## config.mk

```make
export PLATFORM = sky130hd
export DESIGN_NAME = counter_sequencer
export DESIGN_NICKNAME = d
export VERILOG_FILES = /design/src/rtl/counter_sequencer.sv
export SDC_FILE = /design/constraint.sdc
export NUM_CORES = 1
export LEC_CHECK = 0
export ABC_AREA = 1
export BUFFER_PORTS_ARGS = -buffer_cell sky130_fd_sc_hd__buf_2
export CAP_MARGIN = 20
export CORE_MARGIN = 10
export CORE_UTILIZATION = 32
export DETAILED_ROUTE_END_ITERATION = 8
export GPL_TIMING_DRIVEN = 1
export PLACE_DENSITY_LB_ADDON = 0.08
export SLEW_MARGIN = 20
export SYNTH_ARGS = -nofsm -noshare
export SYNTH_HDL_FRONTEND = slang
export SYNTH_SLANG_ARGS = --single-unit
```

## constraint.sdc

```tcl
create_clock -name clk -period 1.75 [get_ports clk]
set_clock_uncertainty 0.15 [all_clocks]
set_input_delay 0.35 -clock clk [delete_from_list [all_inputs] [get_ports clk]]
set_output_delay 0.35 -clock clk [all_outputs]
set_load 0.02 [all_outputs]
```

## src/rtl/counter_sequencer.sv

```systemverilog
// Loadable up/down count sequencer with terminal match, pause/hold,
// abort and optional auto-reload; done pulses once per terminal match.
module counter_sequencer #(
    parameter int bits = 4
) (
    input  logic            clk,
    input  logic            rst,
    input  logic            start,
    input  logic            stop,
    input  logic            pause,
    input  logic            dir,
    input  logic            auto_reload,
    input  logic [bits-1:0] load_val,
    input  logic [bits-1:0] term_val,
    output logic [bits-1:0] count,
    output logic            busy,
    output logic            done,
    output logic [7:0]      reload_cnt
);

    typedef enum logic [1:0] {
        IDLE = 2'd0,
        RUN  = 2'd1,
        HOLD = 2'd2,
        DONE = 2'd3
    } state_t;

    localparam logic [bits-1:0] ONE = 1;

    state_t          state_q, state_d;
    logic [bits-1:0] count_q, count_d;
    logic [bits-1:0] load_q, load_d;
    logic [bits-1:0] term_q, term_d;
    logic            dir_q, dir_d;
    logic            reload_q, reload_d;
    logic [7:0]      rcnt_q, rcnt_d;
    logic            done_q, done_d;
    logic            busy_q, busy_d;

    always_ff @(posedge clk or posedge rst) begin
        if (rst) begin
            state_q  <= IDLE;
            count_q  <= '0;
            load_q   <= '0;
            term_q   <= '0;
            dir_q    <= 1'b0;
            reload_q <= 1'b0;
            rcnt_q   <= '0;
            done_q   <= 1'b0;
            busy_q   <= 1'b0;
        end else begin
            state_q  <= state_d;
            count_q  <= count_d;
            load_q   <= load_d;
            term_q   <= term_d;
            dir_q    <= dir_d;
            reload_q <= reload_d;
            rcnt_q   <= rcnt_d;
            done_q   <= done_d;
            busy_q   <= busy_d;
        end
    end

    always_comb begin
        state_d  = state_q;
        count_d  = count_q;
        load_d   = load_q;
        term_d   = term_q;
        dir_d    = dir_q;
        reload_d = reload_q;
        rcnt_d   = rcnt_q;
        done_d   = 1'b0;
        // stop overrides everything and leaves count/reload_cnt untouched
        if (stop) begin
            state_d = IDLE;
        end else begin
            case (state_q)
                IDLE, DONE: begin
                    if (start) begin
                        state_d  = RUN;
                        count_d  = load_val;
                        load_d   = load_val;
                        term_d   = term_val;
                        dir_d    = dir;
                        reload_d = auto_reload;
                        rcnt_d   = '0;
                    end
                end
                RUN: begin
                    if (pause) begin
                        state_d = HOLD;
                    end else if (count_q == term_q) begin
                        done_d = 1'b1;
                        if (reload_q) begin
                            count_d = load_q;
                            if (rcnt_q != 8'hFF) rcnt_d = rcnt_q + 8'd1;
                        end else begin
                            state_d = DONE;
                        end
                    end else begin
                        count_d = dir_q ? count_q + ONE : count_q - ONE;
                    end
                end
                HOLD: begin
                    if (!pause) state_d = RUN;
                end
                default: state_d = IDLE;
            endcase
        end
        busy_d = (state_d == RUN) || (state_d == HOLD);
    end

    assign count      = count_q;
    assign busy       = busy_q;
    assign done       = done_q;
    assign reload_cnt = rcnt_q;

endmodule

```

## Word level (Yosys, flattened, before mapping)

Cells that the tools add are included.

- Word-level logic and storage cells: 56
- Register bits: 26

- Reduce and logical (&&, ||, !) cells: 7
- Equality and inequality tests: 13
- Multiplexer cells: 23
- $add $sub $neg: 3
- Bitwise operators: 1

Operators with widths:

| kind | number |
|---|---|
| $mux W8 | 5 |
| $mux W4 | 5 |
| $pmux W8 S2 | 1 |
| $mux W2 | 6 |
| $ne A2 B2 Y1 const B | 5 |
| $add A8 B1 Y8 const B | 1 |
| $ne A8 B8 Y1 const B | 1 |
| $pmux W4 S2 | 1 |
| $reduce_and A7 Y1 | 1 |
| $eq A2 B2 Y1 const B | 3 |
| $pmux W2 S3 | 1 |
| $reduce_and A5 Y1 | 1 |
| $add A4 B1 Y4 const B | 1 |
| $eq A2 B1 Y1 const B | 2 |
| $eq A4 B4 Y1 | 1 |
| $mux W1 | 4 |
| $sub A4 B1 Y4 const B | 1 |
| $ne A3 B3 Y1 const B | 1 |
| $reduce_and A3 Y1 | 1 |
| $logic_not A2 Y1 | 1 |
| $reduce_bool A2 Y1 | 1 |
| $reduce_or A2 Y1 | 1 |
| $logic_or A1 B1 Y1 | 1 |
| $not A1 Y1 | 1 |

## Depth between registers and ports, before layout

- Depth in word-level cells: 7
- Depth in mapped cells: 12
- Mapped depth without buffers: 12

## Worst setup path before layout

No wires, ideal clock.

- Path kind: register -> register
- Start point: reg state_q[0]
- End point: reg rcnt_q[0] (netlist: reload_cnt[0])
- Buffers on the path: 1
- Period minus slack after synthesis: 1.789 ns
- Data arrival time: 1.565 ns
- Required time: 1.526 ns
- Setup time: 0.074 ns
- Stages on the path, launching flop included: 11
- Setup slack: -0.039 ns
- Path through: dfrtp_1 > inv_1 > ha_1 > nand2_1 > nand3_1 > a21oi_2 > nand2_1 > nand2_2 > buf_6 > nand3_2 > o21ai_2

- Longest elaborated chain between the ends: 4
- Elaborated cells between the ends (all ways): 12

RTL lines:

| what | line | source |
|---|---|---|
| start: declaration | 30 | `state_t state_q, state_d;` |
| start signal: assignment | 52 | `state_q <= state_d;` |
| $eq A2 B2 Y1 / $logic_not A2 Y1 (equally long branches) | 77 | `case (state_q)` |
| $reduce_or A2 Y1 | 77 |  |
| $ne A2 B2 Y1 (no line) / $reduce_bool A2 Y1 (equally long branches) | n/a |  |
| $reduce_and A7 Y1 (no line) | n/a |  |
| end signal: assignment | 58 | `rcnt_q <= rcnt_d;` |
| end: declaration | 36 | `logic [7:0] rcnt_q, rcnt_d;` |

Parallel ways exist; a longest one is shown, timed or not.
A chain may end at the register's enable or synchronous reset.

## Worst setup path after layout

- Start point: reg state_q[0]
- End point: reg rcnt_q[2] (netlist: reload_cnt[2])

The elaborated chain is that of the path after synthesis.

==> run_results.csv <==
group,metric,value,unit
outcome,run_status,"finished, final reports clean",
placement,place_hpwl,2.852,mm
global_routing,antenna_found_initial,0,
synthesis,synth_area,1595,sq um
placement,place.port_buffers,28,
finish,instances_no_fill,315,
synthesis,avgSynthCellArea,8.098,sq um
clock_network,cts_buffers,3,
sta,maxSlewViolCount,0,
worst_hold_path,min-delay-start,"stop",
clock_network,clkTransAtPathRegs,0.10,ns
clock_network,h-tree-depth,1,
floorplan,die_x,90.61,um
worst_setup_path,crit_fanout,5,
power,leakagePower,1.105,nW
worst_setup_path,start_kind,"flip-flop",
routing,drt_wl_total,4.001,mm
sta,setup_viol,0,
worst_setup_path,r2r-end,"reload_cnt[2]",
worst_setup_path,worstSetupPathType,"reg2reg",
synthesis,ys_types,35,
run,cap_violations,0,
worst_setup_path,cp.required,1.78,ns
synthesis,synthFlopType,"dfrtp_1",
sta,timing.fmax,583.4,MHz
finish,drive_above_1_share,40.73,%
sta,slew_headroom,76.21,%
sta,hold_ws,0.1238,ns
finish,n_antenna_cell,0,
global_routing,overflow,0,
synthesis,syn_nets,219,
synthesis,yosysWarningCount,0,
clock_network,clk_path_buf_depth,2,
floorplan,core-area,4786,sq um
placement,postPlaceCellArea,1957,sq um
worst_setup_path,crit_start,"state_q[0]",
clock_network,cts_tree,"built",
placement,finalWeightedCongestion,0.8277,
global_routing,gr-usage-all-layers,9.718,%
finish,layout_common_cells,"nand2_1, buf_2, dfrtp_1, nor2_1, inv_1",
global_routing,grt_pass1_wl,6.734,mm
power,vdd_ir_drop_max,631.7,uV
synthesis,synthArstFlopShare,100.0,%
sta,period_needed,1.714,ns
global_routing,grt_pass1_vias,1396,
floorplan,die_h,90.61,um
worst_hold_path,worstHoldEndpoint,"state_q[1]",
finish,fin_nets,271,
finish,postLayoutCellArea,2163,sq um
synthesis,post_synth_inst_count,197,
worst_setup_path,worstSetupEndpointType,"flip-flop",
routing,vias_per_cell,4.517,
routing,drt_iter0_markers,40,
finish,fillers,492,
worst_setup_path,worstRegToRegCells,9,
worst_hold_path,whs_path_depth,2,
floorplan,die_area,8209,sq um
routing,wl_per_cell,12.70,um
worst_setup_path,crit-reg2reg-launch,"state_q[0]",
worst_setup_path,cp.arrival,1.75,ns
floorplan,start_util,33.33,%
floorplan,fp-row-count,25,
worst_hold_path,min_path_type,"in2reg",
sta,hold_viol_final,0,
clock_network,clock_sinks,26,
routing,drtAntennaViolNets,0,
synthesis,ys_seq_elements,26,
placement,place_inst,306,
floorplan,pin_count,29,
routing,vias,1423,
synthesis,yosysSeqAreaShare,40.78,%
power,powerDensity,1136,nW/um^2
worst_setup_path,rrSetupSlack,0.04,ns
synthesis,synth_edf_count,0,
routing,drc_errors,0,
global_routing,grt_max_degree,27,
routing,drt_pass1_iterations,4,
sta,rsz0062_at_grt,"true",
clock_network,clkLatencyLatePin,0.28,ns
sta,period_share,97.95,%
sta,max_slew.worst_pin.slew,0.3568,ns
finish,final_common_cell,"nand2_1",
finish,synthToLayoutAreaGrowth,35.61,%
clock_network,cts_root_buffer,"clkbuf_8",
finish,final_util,45.20,%
[cell usage after synthesis, types with 3 or more instances]
cell,count,area (sq um)
nand2_1,41,153.9
dfrtp_1,26,650.6
inv_1,22,82.58
nor2_1,21,78.83
nand3_1,13,65.06
o21ai_0,12,60.06
a21oi_1,10,50.05
ha_1,6,75.07
nand2_2,5,31.28
inv_2,4,15.01
xor2_1,4,35.03
o21ai_1,3,15.01
xnor2_1,3,26.28
[final cells by class]
class                   instances  area (sq um)  area share (%)
clock buffers                   4         55.05           2.545
inverters                      28         110.1           5.090
flip-flops and latches         26         654.4           30.25
multi-input cells             141         935.9           43.26
repair buffers                 49         324.1           14.98
well taps                      67         83.83           3.875
[layer usage]
metal	wire (um)	GRT usage (%)	part of all wire, %
met1	2013	12.91	50
met2	1780	14.96	44
met3	168	2.826	4.2
met4	39	2.387	0.97
met5	0	0	0
[power breakdown]
group,internal (W),total [W],switching (W)
Combinational,0.000518,0.00120,0.000683
Sequential,0.000732,0.000846,0.000114
Clock,0.000202,0.000412,0.000210
[worst max-delay path: stages, from the launching register on]
cell	delay, ns
dfrtp_1	0.41
inv_2	0.07
ha_4	0.26
nand2_4	0.07
nand3_4	0.07
a21oi_4	0.16
nand4_4	0.14
buf_6	0.17
nand3_2	0.05
nand2_1	0.06
[sequential cells by signal, summed over array words and instances, names as in the netlist]
register    count
count           4
done            1
term_q          4
load_q          4
reload_q        1
state_q         2
reload_cnt      8
busy            1
dir_q           1
[cell families after synthesis]
kind of cell             count (synthesis)  synth area share [%]
adder cells (fa/ha/maj)                  7                 5.961
buffers and inverters                   31                 8.156
AND/OR/NAND/NOR                         95                 29.96
flip-flops                              26                 40.78
AO/OA/AOI/OAI                           29                 9.883
XOR/XNOR                                 7                 3.843
multiplexers                             2                 1.412
[worst max path at each step]
stage	cells after the start	end
after floorplan	9	reload_cnt[0]
after global placement	9	reload_cnt[5]
after detailed placement	9	reload_cnt[5]
after CTS	9	reload_cnt[1]
after global routing	9	reload_cnt[2]
final	9	reload_cnt[2]
[what timing repair did]
action,CTS,global route
resized for setup,9,23
pin swaps,3,10
buffers inserted,0,3
hold buffers,1,0
cloned,1,0
endpoints found under the setup margin,8,14
hold endpoints to repair,26,0
[through the flow]
step	total power (W)	setup WS [ns]	TNS, ns
6_report	0.002458	0.03580	0
3_5_place_dp	0.001936	-0.05109	-0.1943
2_1_floorplan	0.001594	0.01543	0
3_3_place_gp	0.001937	-0.01176	-0.01176
4_1_cts	0.002388	0.001998	0
5_1_grt	0.002665	-0.08204	-0.4387
(Power assumes the default switching activity.)
